`config.mk`:
```
export PLATFORM = sky130hd
export DESIGN_NAME = instr_sequencer_flat
export DESIGN_NICKNAME = d
export VERILOG_FILES = /design/src/rtl/instr_sequencer_if.sv /design/src/rtl/instr_sequencer.sv /design/src/flat_wrapper.sv
export SDC_FILE = /design/constraint.sdc
export NUM_CORES = 1
export LEC_CHECK = 0
export ABC_AREA = 1
export CORE_ASPECT_RATIO = 1.25
export CORE_MARGIN = 2
export CORE_UTILIZATION = 35
export CTS_BUF_LIST = sky130_fd_sc_hd__clkbuf_4
export DETAILED_ROUTE_END_ITERATION = 7
export PLACE_DENSITY = 0.71
export SETUP_SLACK_MARGIN = 0.1
export SYNTH_ARGS = -nofsm -noshare
export SYNTH_HDL_FRONTEND = slang
export SYNTH_SLANG_ARGS = --single-unit
export TNS_END_PERCENT = 5
```
`constraint.sdc`:
```
create_clock -name clk -period 2 [get_ports clk]
set_input_delay 0.3 -clock clk [delete_from_list [all_inputs] [get_ports clk]]
set_output_delay 0.3 -clock clk [all_outputs]
set_load 0.1 [all_outputs]
```
`src/rtl/instr_sequencer_if.sv`:
```
// Interface between the instruction sequencer, program memory and the control unit (cu).
// Handshake: the sequencer raises instr_valid for exactly one cycle when instr holds a new
// word for the cu. The cu answers with a one-cycle cu_done pulse when that instruction is
// complete; the cycle that carries instr_valid may already carry cu_done. A cu_done pulse with
// no instruction outstanding is ignored. Program memory is a combinational read of imem_addr.
interface instr_sequencer_if #(
    parameter int IW = 17,
    parameter int AW = 5,
    parameter int FW = 5
);
    logic [AW-1:0] imem_addr;
    logic [IW-1:0] imem_data;
    logic [IW-1:0] instr;
    logic          instr_valid;
    logic          cu_done;
    logic [FW-1:0] flag;

    // Sequencer side.
    modport master (
        output imem_addr,
        input  imem_data,
        output instr,
        output instr_valid,
        input  cu_done,
        input  flag
    );

    // Program memory / control unit side.
    modport slave (
        input  imem_addr,
        output imem_data,
        input  instr,
        input  instr_valid,
        output cu_done,
        output flag
    );
endinterface

```
`src/rtl/instr_sequencer.sv`:
```
// Fetch/issue controller for the 17-bit core. Owns the program counter, fetches from program
// memory, resolves flag branches locally and hands all other instructions to the cu.
// Optional feature: define INSTR_SEQ_TIMEOUT_EN to bound the WAIT state with a timeout that
// sets a sticky err and halts. Without it WAIT is unbounded and err is tied low.
// Debug: dbg_state_o exposes the FSM state (IDLE=0 FETCH=1 DECODE=2 ISSUE=3 WAIT=4 HALT=5).
module instr_sequencer #(
    parameter int         IW          = 17,
    parameter int         AW          = 5,
    parameter int         FW          = 5,
    parameter int         PROG_LEN    = 9,
    parameter logic [4:0] OPC_BR      = 5'b11111,
    parameter int         TIMEOUT_CYC = 31
) (
    input  logic                clk,
    input  logic                rst_n,
    input  logic                start,
    instr_sequencer_if.master   bus,
    output logic [AW-1:0]       pc,
    output logic                busy,
    output logic                halted,
    output logic                err,
    output logic [2:0]          dbg_state_o
);

    typedef enum logic [2:0] {
        S_IDLE   = 3'd0,
        S_FETCH  = 3'd1,
        S_DECODE = 3'd2,
        S_ISSUE  = 3'd3,
        S_WAIT   = 3'd4,
        S_HALT   = 3'd5
    } state_t;

    // End-of-program compare is done one bit wider than pc so that PROG_LEN == 2**AW works:
    // pc+1 wrapping past the top then shows up as pc_inc == PROG_END rather than as 0.
    localparam logic [AW:0] PROG_END = (AW+1)'(PROG_LEN);

    state_t        state_q, state_d;
    logic [AW-1:0] pc_q, pc_d;
    logic [IW-1:0] instr_q, instr_d;

    // Branch word layout: [16:12] opcode, [11:9] flag index, [8:4] target, [3:0] unused.
    logic          is_branch;
    logic [2:0]    br_idx;
    logic [AW-1:0] br_tgt;
    logic          br_flag;
    logic [AW:0]   pc_inc;
    logic [AW:0]   br_next;

`ifdef INSTR_SEQ_TIMEOUT_EN
    localparam int            CW       = $clog2(TIMEOUT_CYC + 1);
    // Last count value at which a further idle WAIT cycle means the timeout has been reached.
    localparam logic [CW-1:0] CNT_LAST = CW'(TIMEOUT_CYC - 1);

    logic [CW-1:0] cnt_q, cnt_d;
    logic          err_q, err_d;
`endif

    // Branch decode and next-pc candidates, all from the registered instruction.
    always_comb begin
        is_branch = (instr_q[IW-1 -: 5] == OPC_BR);
        br_idx    = instr_q[11:9];
        br_tgt    = instr_q[4 +: AW];
        br_flag   = 1'b0;
        for (int i = 0; i < FW; i++) begin
            if (int'(br_idx) == i) begin
                br_flag = bus.flag[i];
            end
        end
        pc_inc  = {1'b0, pc_q} + (AW+1)'(1);
        // Flag clear means the branch is taken.
        br_next = br_flag ? pc_inc : {1'b0, br_tgt};
    end

    // State register and datapath registers; reset aborts any operation immediately.
    always_ff @(posedge clk or negedge rst_n) begin
        if (!rst_n) begin
            state_q <= S_IDLE;
            pc_q    <= '0;
            instr_q <= '0;
`ifdef INSTR_SEQ_TIMEOUT_EN
            cnt_q   <= '0;
            err_q   <= 1'b0;
`endif
        end else begin
            state_q <= state_d;
            pc_q    <= pc_d;
            instr_q <= instr_d;
`ifdef INSTR_SEQ_TIMEOUT_EN
            cnt_q   <= cnt_d;
            err_q   <= err_d;
`endif
        end
    end

    // Next-state and next-datapath logic.
    always_comb begin
        state_d = state_q;
        pc_d    = pc_q;
        instr_d = instr_q;
`ifdef INSTR_SEQ_TIMEOUT_EN
        cnt_d   = cnt_q;
        err_d   = err_q;
`endif
        case (state_q)
            S_IDLE: begin
                if (start) begin
                    pc_d    = '0;
                    state_d = S_FETCH;
                end
            end
            S_FETCH: begin
                instr_d = bus.imem_data;
                state_d = S_DECODE;
            end
            S_DECODE: begin
                if (is_branch) begin
                    // Branches never reach the cu; an out-of-range target halts with pc parked on it.
                    pc_d    = br_next[AW-1:0];
                    state_d = (br_next >= PROG_END) ? S_HALT : S_FETCH;
                end else begin
                    state_d = S_ISSUE;
                end
            end
            S_ISSUE: begin
`ifdef INSTR_SEQ_TIMEOUT_EN
                cnt_d = '0;
`endif
                // A cu that finishes in the issue cycle itself skips WAIT.
                if (bus.cu_done) begin
                    pc_d    = pc_inc[AW-1:0];
                    state_d = (pc_inc >= PROG_END) ? S_HALT : S_FETCH;
                end else begin
                    state_d = S_WAIT;
                end
            end
            S_WAIT: begin
                // Completion takes priority over a timeout landing in the same cycle.
                if (bus.cu_done) begin
                    pc_d    = pc_inc[AW-1:0];
                    state_d = (pc_inc >= PROG_END) ? S_HALT : S_FETCH;
                end
`ifdef INSTR_SEQ_TIMEOUT_EN
                else if (cnt_q == CNT_LAST) begin
                    err_d   = 1'b1;
                    state_d = S_HALT;
                end else begin
                    cnt_d = cnt_q + CW'(1);
                end
`endif
            end
            S_HALT: begin
                if (start) begin
                    pc_d    = '0;
`ifdef INSTR_SEQ_TIMEOUT_EN
                    err_d   = 1'b0;
`endif
                    state_d = S_FETCH;
                end
            end
            default: begin
                state_d = S_IDLE;
            end
        endcase
    end

    // Moore outputs decoded from the current state.
    always_comb begin
        bus.instr_valid = (state_q == S_ISSUE);
        busy            = (state_q == S_FETCH) || (state_q == S_DECODE) ||
                          (state_q == S_ISSUE) || (state_q == S_WAIT);
        halted          = (state_q == S_HALT);
    end

    assign bus.imem_addr = pc_q;
    assign bus.instr     = instr_q;
    assign pc            = pc_q;
    assign dbg_state_o   = state_q;

`ifdef INSTR_SEQ_TIMEOUT_EN
    assign err = err_q;
`else
    assign err = 1'b0;
`endif

endmodule
```
`src/flat_wrapper.sv`:
```
// flat-port wrapper written by rule: the top's interface ports become plain ports
module instr_sequencer_flat 
#(
    parameter int         IW          = 17,
    parameter int         AW          = 5,
    parameter int         FW          = 5,
    parameter int         PROG_LEN    = 9,
    parameter logic [4:0] OPC_BR      = 5'b11111,
    parameter int         TIMEOUT_CYC = 31
)
  (clk, rst_n, start, pc, busy, halted, err, dbg_state_o, bus_imem_addr, bus_imem_data, bus_instr, bus_instr_valid, bus_cu_done, bus_flag);
  instr_sequencer_if #(.IW(IW), .AW(AW), .FW(FW)) bus_i ();
  input  logic clk;
  input  logic rst_n;
  input  logic start;
  output logic [AW-1:0] pc;
  output logic busy;
  output logic halted;
  output logic err;
  output logic [2:0] dbg_state_o;
  output wire logic [$bits(bus_i.imem_addr)-1:0] bus_imem_addr;
  input wire logic [$bits(bus_i.imem_data)-1:0] bus_imem_data;
  output wire logic [$bits(bus_i.instr)-1:0] bus_instr;
  output wire logic [$bits(bus_i.instr_valid)-1:0] bus_instr_valid;
  input wire logic [$bits(bus_i.cu_done)-1:0] bus_cu_done;
  input wire logic [$bits(bus_i.flag)-1:0] bus_flag;
  assign bus_imem_addr = bus_i.imem_addr;
  assign bus_i.imem_data = bus_imem_data;
  assign bus_instr = bus_i.instr;
  assign bus_instr_valid = bus_i.instr_valid;
  assign bus_i.cu_done = bus_cu_done;
  assign bus_i.flag = bus_flag;
  instr_sequencer #(.IW(IW), .AW(AW), .FW(FW), .PROG_LEN(PROG_LEN), .OPC_BR(OPC_BR), .TIMEOUT_CYC(TIMEOUT_CYC)) u_core (.clk(clk), .rst_n(rst_n), .start(start), .bus(bus_i), .pc(pc), .busy(busy), .halted(halted), .err(err), .dbg_state_o(dbg_state_o));
endmodule
```
Yosys cells after proc, flatten, opt, wreduce, memory -nomap -nowiden:

Cells that the tools add are included.

* register bits after elaboration: 25
* bits of input ports: 26
* output and inout bits: 34
* logic and storage cells: 47

* $add $sub $neg: 1
* $lt $le $gt $ge: 2
* equality and inequality tests: 14
* mux-type cells: 17
* reduce and logical (&&, ||, !) cells: 10

Operators by type and width (count)
* 3-bit two-way mux: 6
* 3-bit == test, second input constant: 5
* 5-bit two-way mux: 3
* 3-bit case mux with 5 select lines: 1
* 5-bit case mux with 3 select lines: 1
* 6-bit by 4-bit greater-or-equal comparator with 1-bit output, second input constant: 2
* 3-bit by 2-bit == test with 1-bit output, second input constant: 3
* 5-bit by 1-bit adder with 6-bit output, second input constant: 1
* 3-bit zero test: 2
* 6-bit two-way mux: 1
* 2-bit by 1-bit != test with 1-bit output, second input constant: 3
* 5-bit == test, second input constant: 1
* 1-bit two-way mux: 5
* 4-bit AND reduction: 1
* 2-bit OR reduction: 2
* 3-bit by 1-bit == test with 1-bit output, second input constant: 1
* 1-bit logical OR: 3
* 3-bit nonzero test: 1
* 2-bit != test, second input constant: 1
* 2-bit AND reduction: 1

Depth between registers and ports, before layout:

Gate-level depths: netlist (run 1).

* depth in word-level cells: 11
* depth in mapped cells: 15
* mapped depth without buffers: 15

Worst setup path before layout (run 1):

No wires, ideal clock.

* path kind: reg-to-output
* start: register u_core.state_q[0] (netlist: u_core.dbg_state_o[0])
* end: output port halted
* arrival: 2.510 ns
* data required time: 1.700 ns
* path slack: -0.810 ns
* stages on the path, launching flop included: 5
* path buffers: 0
* path through: dfrtp_1 inv_2 nor2_2 inv_2 nor2_1

* cells in the longest elaborated chain, start to end: 1

RTL lines
* from (decl): RTL line instr_sequencer.sv:38 `state_t state_q, state_d;`
* from (signal assigned): RTL line instr_sequencer.sv:86 `state_q <= state_d;`
* 3-bit == test: RTL line instr_sequencer.sv:172 `halted = (state_q == S_HALT);`
* to (decl): RTL line flat_wrapper.sv:18 `output logic halted;`

Every way passes these cells.

Final worst setup path (run 1):

* start: register u_core.state_q[2] (netlist: u_core.dbg_state_o[2])
* end: output port busy

* cells in the longest elaborated chain, start to end: 4
* elaborated cells on any way between the ends: 7
* classes of those cells: 4 x eq/ne; 3 x reduce/logical

RTL lines
* 3-bit by 1-bit == test with 1-bit output or 3-bit by 2-bit == test with 1-bit output (tied branches): RTL line instr_sequencer.sv:170 `busy = (state_q == S_FETCH) || (state_q == S_DECODE) ||`
* 1-bit logical OR (2 in a row): RTL line instr_sequencer.sv:170
* 1-bit logical OR (*): RTL line instr_sequencer.sv:171 `(state_q == S_ISSUE) || (state_q == S_WAIT);`
* to (decl): RTL line flat_wrapper.sv:17 `output logic busy;`

Every way passes the cells marked *; elsewhere a longest branch is shown, timed or not.

==> results of run 1 <==
## final timing paths
path                                                    from                                  end  slack (ns)  depth (start not counted)
setup reg to reg           u_core.dbg_state_o[0]$_DFFE_PN0P_  u_core.bus.imem_addr[1]$_DFFE_PN0P_        0.26                          7
max in group asynchronous                              rst_n    u_core.dbg_state_o[2]$_DFFE_PN0P_        1.40                          2
hold reg to reg              u_core.bus.instr[3]$_DFFE_PN0P_      u_core.bus.instr[3]$_DFFE_PN0P_        0.52                          1
hold / removal                                         rst_n      u_core.bus.instr[9]$_DFFE_PN0P_        0.33                          2
setup / recovery           u_core.dbg_state_o[2]$_DFFE_PN0P_                                 busy        0.17                          4
min in group clk             u_core.bus.instr[3]$_DFFE_PN0P_      u_core.bus.instr[3]$_DFFE_PN0P_        0.52                          1
## kinds of logic (layout without fill, tap and decap cells)
family | Yosys count | after routing | share of synthesized area (%)
compound gates | 21 | 21 | 8.13
xor+xnor | 2 | 2 | 1.20
fa+ha+maj | 2 | 2 | 1.71
buf+inv | 37 | 94 | 11.5
flops | 25 | 25 | 42.8
mux | 11 | 11 | 8.47
other cells | 1 | 1 | 0.256
simple gates | 78 | 78 | 26.0
## sequential cells by signal (all words and copies together) (netlist names)
signal	cells
u_core.bus.imem_addr	5
u_core.bus.instr	17
u_core.dbg_state_o	3
## critical path, stage by stage (launching register included)
cell     delay (ns)
dfrtp_4        0.56
nand2_1        0.12
inv_2          0.07
or2_2          0.30
buf_12         0.17
## metal layers
| metal | track usage, % | vias to the layer above |
|---|---|---|
| met4 | 3.83 | 0 |
| met5 | 0 | - |
| met2 | 24.0 | 31 |
| li1 | - | 675 |
| met3 | 2.04 | 2 |
| met1 | 17.8 | 595 |
## layout by cell type (no fill, tap or decap)
| master | n |
|---|---|
| clkbuf_4 | 4 |
| dfrtp_2 | 4 |
| dfrtp_4 | 2 |
| inv_4 | 3 |
| o22ai_1 | 2 |
| nor3_1 | 2 |
| nand3b_1 | 2 |
| nor2_4 | 4 |
| buf_4 | 33 |
| nor4_1 | 1 |
| a21oi_1 | 7 |
| a31oi_1 | 4 |
| o21ai_1 | 3 |
| buf_12 | 3 |
| a21oi_2 | 1 |
| nand4_1 | 1 |
| nand2_4 | 1 |
| ha_1 | 2 |
| nand3_1 | 13 |
| clkdlybuf4s50_1 | 25 |
| inv_2 | 6 |
| o211ai_1 | 1 |
| nor2_2 | 2 |
| nor2_8 | 1 |
| conb_1 | 1 |
| xor2_1 | 2 |
| mux2_2 | 11 |
| inv_1 | 20 |
| or2_2 | 2 |
| dfrtp_1 | 19 |
| o21ai_0 | 3 |
| nand2_1 | 34 |
| nor2_1 | 15 |
## timing repair
item,4_1_cts,5_1_grt
endpoints found under the setup margin,1,0
resized for setup,1,0
setup buffers,1,0
## metrics by stage
stage                     hold WS (ns)  instances  instance area [µm²]
after detailed placement         0.495        285                 2050
after floorplan                0.00441        177                 1490
final                            0.333        290                 2090
after global routing             0.349        290                 2090
after CTS                        0.334        290                 2090
after global placement           0.494        285                 2050
## final cells by class
| type | count | area, µm² |
|---|---|---|
| tap | 56 | 70.1 |
| sequential | 25 | 638 |
| clock buffer | 4 | 30.0 |
| inverter | 29 | 116 |
| fill | 405 | 1980 |
| multi-input combinational | 115 | 677 |
| timing repair buffer | 61 | 558 |
==> impl_metrics.toml, run 1 <==
[run_status]
status = "complete, no violations"

[logic_synthesis]
ys_seq_area_share_pct = 42.8
synth_top_area_cell = "dfrtp_1"
syn-mean-instance-area_um2 = 8.26
synthArstFlopShare_pct = 100
synthCells = 177
ys_seq_elements = 25
synth_commonest_cells = "34 x nand2_1, 25 x dfrtp_1, 21 x inv_1, 16 x nor2_1, 13 x nand3_1"
synth_most_common_cell = "nand2_1"
synth.distinct_cells = 30
synth_ff_type = "dfrtp_1"
netlist_area_mm2 = 0.00146
synth_warnings = 0
yosys.area.top_type_share_pct = 42.8
syn_nets = 205
synth_edf_count = 0
synthTopCellsByArea = "dfrtp_1 43%, nand2_1 8.7%, mux2_2 8.5%, inv_1 5.4%, nand3_1 4.4%"

[place]
placement.io_buffers = 58
dp_slack_ns = 0.103
place_congestion = 0.793
hpwl_mm = 2.46

[sta]
period_share_pct = 91.3
slew_headroom_pct = 65.4
setup_viol = 0
setup_slack_ns = 0.174
hold_viol = 0
clock_skew_ns = 0.00351
fin_tns_setup_ns = 0
fmax_ghz = 0.548
slew_viol_final = 0
max_slew.worst_pin.slew_ns = 0.517
rsz0062_at_grt = "no"
period_minus_slack_ns = 1.83

[drt]
initialDrtViolationCount = 44
route.met2.wl_mm = 1.54
num_vias = 1303
drt_wl_total_mm = 3.03
wire_per_inst_um = 10.5
ant_nets = 0
via_per_inst = 4.49
dr_wl_met3_um = 143
top_layer = "met4"
drt-pass1-iter-count = 4
wl_met1_mm = 1.32
drc_errors = 0

[clock_network]
clk-insertion-delay-late_ns = 0.31
clockRootBuffer = "clkbuf_4"
cts_buffer_depth = 2
h-tree-depth = 1
cts_buffers = 3
clk_pin_slew_worst_paths_ns = 0.13
clkSinkCount = 25
cts_tree = "done"
cts_hold_buf = 0

[worst_setup_path]
critPathLaunchType = "register"
worstPathArrival_ns = 1.53
critPathKind = "register to output port"
critPathRequiredTime_ns = 1.70
critPathMaxFanout = 8
end_kind = "output port"

[die]
die_w_um = 61.8
row_count = 26
ioPinCount = 60
initial_utilization_pct = 36.0
die-area_mm2 = 0.00472
chipHeight_um = 76.3
coreArea_mm2 = 0.00407

[grt]
grt_pass1_vias = 1268
overflow = 0
gr-usage-all-layers_pct = 14.1
grt_pass1_wl_mm = 5.32
antenna_found_initial = 0
grt_start_max_net_pins = 26

[worst_hold_path]
worstHoldPathType = "input pin to asynchronous set/reset pin"

[finish]
insertedDiodeCount = 0
area_delta_synth_final_pct = 42.9
nets = 263
final_layout_size_suffix_gt1_share_pct = 32.9
utilization_pct = 51.4

[flow_run]
cap_violations = 0
Power of run 1 is left out: the tool's default activity adds up to more than one toggle a clock period on the data nets, which glitch-free logic cannot reach.
==> run 2: changes to the inputs <==
- CTS_CLUSTER_DIAMETER: unset -> 150
- PLACE_DENSITY: 0.71 -> 0.74
- clock period: 2 -> 1.6 ns (I/O delays scaled with it)
==> run 2 against run 1 <==
Worst setup slack got worse by 0.26 ns. Largest cell class is now non-clock buffers. Cell area is 29% higher. Die area stayed put. Global-route usage grew 3.9 points. Via count is 8.8% higher. Wire length increased by 19%. Core utilization increased by 15 points. Register-to-register slack worse by 0.35 ns. Hold slack worse by 0.062 ns. Critical path depth up 8. The run now ends with negative setup slack left. Cell count rose by 6.9%.
==> impl_metrics.toml, run 2 (synthesized netlist as in run 1, its figures left out) <==
[worst_setup_path]
critPathBufInv = 5
path_cells = "buf_6 > inv_4 > nor2_4 > inv_2 > a21oi_2 > buf_4 > nor2_4 > inv_4 > nor2_4 > nor2_4 > nor2_1 > a31oi_1"
r2r_cells = 12
critPathLaunchType = "register"
crit_family = "flip-flops"
cpPeakStageDelay_ns = 0.53
crit_path_frequent_cell = "nor2_4"
worstPathArrival_ns = 1.88
end_kind = "register"
reg2reg_from = "u_core.dbg_state_o[0]$_DFFE_PN0P_"
crit_start = "u_core.dbg_state_o[0]$_DFFE_PN0P_"
critPathKind = "register to register"
critPathRequiredTime_ns = 1.80
critPathMaxFanout = 5
cp.depth = 12
crit_path_top_delay_cell = "dfrtp_4"

[drt]
route.met2.wl_mm = 1.98
initialDrtViolationCount = 29
ant_nets = 0
dr_wl_met3_um = 199
wl_met1_mm = 1.38
drt-pass1-iter-count = 4
drt_wl_total_mm = 3.60
via_per_inst = 4.57
num_vias = 1418
top_layer = "met4"
wire_per_inst_um = 11.6
drc_errors = 0

[finish]
final_cell_mix = "34 x buf_12, 31 x nand2_1, 25 x clkdlybuf4s50_1"
insertedDiodeCount = 0
final_layout_size_suffix_gt1_share_pct = 41.7
final_common_cell = "buf_12"
multi_input_area_um2 = 737
register_area_um2 = 638
nets = 283
n_fill_cell = 316
largest_register_ffs = 17
area_delta_synth_final_pct = 84.4

[grt]
antenna_found_initial = 0
gr-usage-all-layers_pct = 18.0
overflow = 0
grt_pass1_wl_mm = 6.64
grt_pass1_vias = 1542
grt_start_max_net_pins = 26

[sta]
setup_viol = 9
rsz0062_at_grt = "yes"
fin_hold_ws_ns = 0.271
setup_slack_ns = -0.0853
fmax_ghz = 0.593
period_minus_slack_ns = 1.69
slew_viol_final = 0
clock_skew_ns = 0.00561
period_share_pct = 105
hold_viol = 0

[run_status]
violations = "negative setup slack"
status = "complete, but fails checks"

[clock_network]
cts_buffers = 3
clk-insertion-delay-late_ns = 0.31
clk_pin_slew_worst_paths_ns = 0.13
clkSinkCount = 25
h-tree-depth = 1
cts_tree = "done"
cts_hold_buf = 0
cts_buffer_depth = 2
clockRootBuffer = "clkbuf_4"

[die]
coreArea_mm2 = 0.00407
die-area_mm2 = 0.00472
die_w_um = 61.8
ioPinCount = 60
row_count = 26
initial_utilization_pct = 36.0
chipHeight_um = 76.3

[place]
placement.io_buffers = 58
hpwl_mm = 2.81
place_congestion = 0.829

[flow_run]
cap_violations = 0

[worst_hold_path]
worstHoldPathType = "input pin to asynchronous set/reset pin"
==> run 2: changes by cell type in the layout (fill, tap and decap cells not counted), moves of 2 or more <==
cell and delta:
buf_4 -16, nand2_1 -3, nand2_2 +3, or2_2 -2, nor2_4 +2, buf_12 +31
buf_6 +4, nor2_1 -2, or2_4 +2
==> run 2: through the flow <==
step	util [%]	area (µm²)	instances	TNS (ns)	setup slack, ns
global placement	63.1	2570	302	-0.301	-0.151
global route	66.3	2700	310	-1.62	-0.202
floorplan	-	1490	177	-4.24	-0.535
CTS	65.8	2670	310	-0.501	-0.0749
detailed placement	63.1	2570	302	-0.567	-0.222
finish	66.3	2700	310	-0.536	-0.0853
==> run 2: final timing paths <==
kind	end	slack, ns
setup reg to reg	u_core.bus.imem_addr[0]$_DFFE_PN0P_	-0.09
hold reg to reg	u_core.bus.instr[0]$_DFFE_PN0P_	0.59
setup / recovery	u_core.bus.imem_addr[0]$_DFFE_PN0P_	-0.09
min in group clk	u_core.bus.instr[4]$_DFFE_PN0P_	0.49
hold / removal	u_core.bus.instr[11]$_DFFE_PN0P_	0.27
max in group asynchronous	u_core.dbg_state_o[0]$_DFFE_PN0P_	1.06
==> run 2: layer usage <==
layer / up-vias / track usage [%]
met2: 46 / 31.4
li1: 714 / -
met4: 0 / 5.53
met3: 2 / 3.40
met1: 656 / 21.3
met5: - / 0
==> run 2: final cells by class <==
cell class / instances / area share, %
Clock buffer: 4 / 1.11
Inverter: 29 / 4.41
Multi-Input combinational cell: 116 / 27.3
Sequential cell: 25 / 23.7
Tap cell: 56 / 2.60
Timing Repair Buffer: 80 / 40.9
==> run 2: what timing repair did <==
item | CTS | global route
setup buffers | 3 | 0
hold endpoints to repair | 0 | 0
cloned | 1 | 0
resized for setup | 15 | 5
pin swaps | 12 | 3
endpoints found under the setup margin | 10 | 21
Power of run 2 is left out for the same reason.
==> run 3: changes to the inputs <==
- ABC_AREA: 1 -> unset
- CTS_CLUSTER_SIZE: unset -> 40
- PLACE_DENSITY: 0.74 -> 0.73
==> run 3 against run 2 <==
Cell count is 5.8% lower. Clock-buffer cell count unchanged. Cell area increased by 8.2%. The run still ends with negative setup slack left. Critical path depth fell by 8. Area after synthesis grew 6.8%. Fmax barely moved. Largest cell class unchanged. Hold slack better by 0.00082 ns.
==> impl_metrics.toml, run 3 <==
[die]
coreArea_mm2 = 0.00436
initial_utilization_pct = 35.8
ioPinCount = 60
chipHeight_um = 78.7
die-area_mm2 = 0.00502
row_count = 27
die_w_um = 63.7

[grt]
gr-usage-all-layers_pct = 17.4
antenna_found_initial = 0
grt_pass1_wl_mm = 7.08
grt_start_max_net_pins = 26
overflow = 0
grt_pass1_vias = 1570

[finish]
utilization_pct = 67.0
n_fill_cell = 310
final_layout_size_suffix_gt1_share_pct = 53.0
final_common_cell = "buf_12"
insertedDiodeCount = 0
nets = 263
fin_cells = 292
area_delta_synth_final_pct = 86.9
largest_register_ffs = 17
final_cell_mix = "34 x buf_12, 29 x buf_4, 25 x clkdlybuf4s50_1"

[logic_synthesis]
syn_nets = 180
syn-mean-instance-area_um2 = 10.3
synth_most_common_cell = "dfrtp_1"
synth_top_area_cell = "dfrtp_1"
netlist_area_mm2 = 0.00156
synth_edf_count = 0
synth_ff_type = "dfrtp_1"
synth_compound_area_share_pct = 18.6
synth_commonest_cells = "25 x dfrtp_1, 18 x mux2_2, 10 x inv_1, 9 x nand2_1"
yosys.area_share.xor_xnor_pct = 2.72
synthTopCellsByArea = "dfrtp_1 40%, mux2_2 13%, buf_4 3.4%, inv_1 2.4%, o21ai_0 2.2%"
ys_seq_elements = 25
synth_warnings = 0
ys_seq_area_share_pct = 40.1
yosys.area.top_type_share_pct = 40.1
synthArstFlopShare_pct = 100
synth_top_family_by_area = "compound AO/OA/AOI/OAI gates"
synthCells = 152
muxShareOfSynthArea_pct = 14.6
synthAdderAreaFrac_pct = 1.60
synth_simple_gate_area_share_pct = 15.5
synth.distinct_cells = 48

[sta]
slew_viol_final = 0
clock_skew_ns = 0.000564
fmax_ghz = 0.593
rsz0062_at_grt = "yes"
period_share_pct = 105
setup_viol = 9
hold_viol = 0
setup_slack_ns = -0.0851
period_minus_slack_ns = 1.69

[clock_network]
h-tree-depth = 1
cts_buffers = 3
clk-insertion-delay-late_ns = 0.31
clk_pin_slew_worst_paths_ns = 0.14
clockRootBuffer = "clkbuf_4"
cts_hold_buf = 0
clkSinkCount = 25
cts_tree = "done"
cts_buffer_depth = 2

[flow_run]
cap_violations = 0

[worst_setup_path]
rrSetupSlack_ns = -0.09
crit_path_top_delay_cell = "dfrtp_4"
critPathBufInv = 3
cp.depth = 4
reg2reg_from = "u_core.bus.imem_addr[1]$_DFFE_PN0P_"
cpPeakStageDelay_ns = 0.54
r2r_cells = 6
end_kind = "output port"
critPathLaunchType = "register"
crit_family = "flip-flops"
path_cells = "nand3b_1 > buf_4 > clkinvlp_4 > buf_12"
worstPathArrival_ns = 1.45
critPathKind = "register to output port"
critPathRequiredTime_ns = 1.36
r2r_end = "u_core.dbg_state_o[2]$_DFFE_PN0P_"
critPathMaxFanout = 7

[drt]
ant_nets = 0
drt_wl_total_mm = 4.11
num_vias = 1485
via_per_inst = 5.09
drt-pass1-iter-count = 4
wire_per_inst_um = 14.1
drc_errors = 0
initialDrtViolationCount = 45

[place]
placement.io_buffers = 58
hpwl_mm = 3.16
placed_cells = 285
dp_slack_ns = -0.153
place_congestion = 0.841

[worst_hold_path]
worstHoldPathType = "input pin to asynchronous set/reset pin"

[run_status]
violations = "negative setup slack"
status = "complete, but fails checks"
-- run 3: changes by cell type in the layout (fill, tap and decap cells not counted), sizes merged, moves of 4 or more --
cell and delta:
nor2 -15, nand2 -26, a21oi -4, o21ai +5, nand3 -8, buf +8
mux2 +8, inv -20
-- run 3: final cells by class --
class,count,area [µm²],share of cell area [%]
timing repair buffer,88,1150,39.3
multi-input combinational,107,963,33.0
sequential,25,663,22.7
tap,58,72.6,2.49
inverter,10,41.3,1.41
clock buffer,4,30.0,1.03
-- run 3: logic make-up after synthesis --
kind of cell | Yosys count
buffers and inverters | 20
XOR/XNOR | 4
other | 1
AND/OR/NAND/NOR | 42
AO/OA/AOI/OAI | 38
multiplexers | 20
flip-flops | 25
adder cells (fa/ha/maj) | 2
-- run 3: timing repair --
item / in CTS / in global routing
resized for setup: 5 / 18
setup buffers: 0 / 3
endpoints found under the setup margin: 25 / 26
pin swaps: 4 / 2
-- run 3: worst max-delay path by stage --
stage                                        start                             endpoint  slack, ns
2_1_floorplan  u_core.bus.imem_addr[0]$_DFFE_PN0P_    u_core.dbg_state_o[2]$_DFFE_PN0P_      -0.15
3_3_place_gp                           bus_flag[2]  u_core.bus.imem_addr[2]$_DFFE_PN0P_      -0.13
3_5_place_dp                           bus_flag[3]  u_core.bus.imem_addr[3]$_DFFE_PN0P_      -0.15
4_1_cts          u_core.dbg_state_o[2]$_DFFE_PN0P_                      bus_instr_valid      -0.11
5_1_grt            u_core.bus.instr[9]$_DFFE_PN0P_  u_core.bus.imem_addr[3]$_DFFE_PN0P_      -0.14
6_report         u_core.dbg_state_o[2]$_DFFE_PN0P_                      bus_instr_valid      -0.09
-- run 3: worst reg2reg max path: stages, from the launching register on --
cell	delay, ns
dfrtp_4	0.53
inv_2	0.10
ha_1	0.27
o221ai_1	0.17
a32oi_1	0.13
o311ai_1	0.25
a31oi_1	0.12
-- run 3: through the flow --
| step | area (µm²) | hold WS [ns] | setup TNS [ns] |
|---|---|---|---|
| 2_1_floorplan | 1670 | -0.0556 | -2.12 |
| 3_3_place_gp | 2780 | 0.547 | -0.617 |
| 3_5_place_dp | 2780 | 0.558 | -0.766 |
| 4_1_cts | 2830 | 0.273 | -0.420 |
| 5_1_grt | 2920 | 0.294 | -0.881 |
| 6_report | 2920 | 0.272 | -0.268 |
-- run 3: routing by layer --
layer	vias to the layer above	GRT usage [%]	wire length (µm)
li1	714	-	-
met1	722	19.3	1700
met2	45	32.5	2180
met3	4	2.87	192
met4	0	7.17	44
met5	-	0	0
Power of run 3 is left out for the same reason.
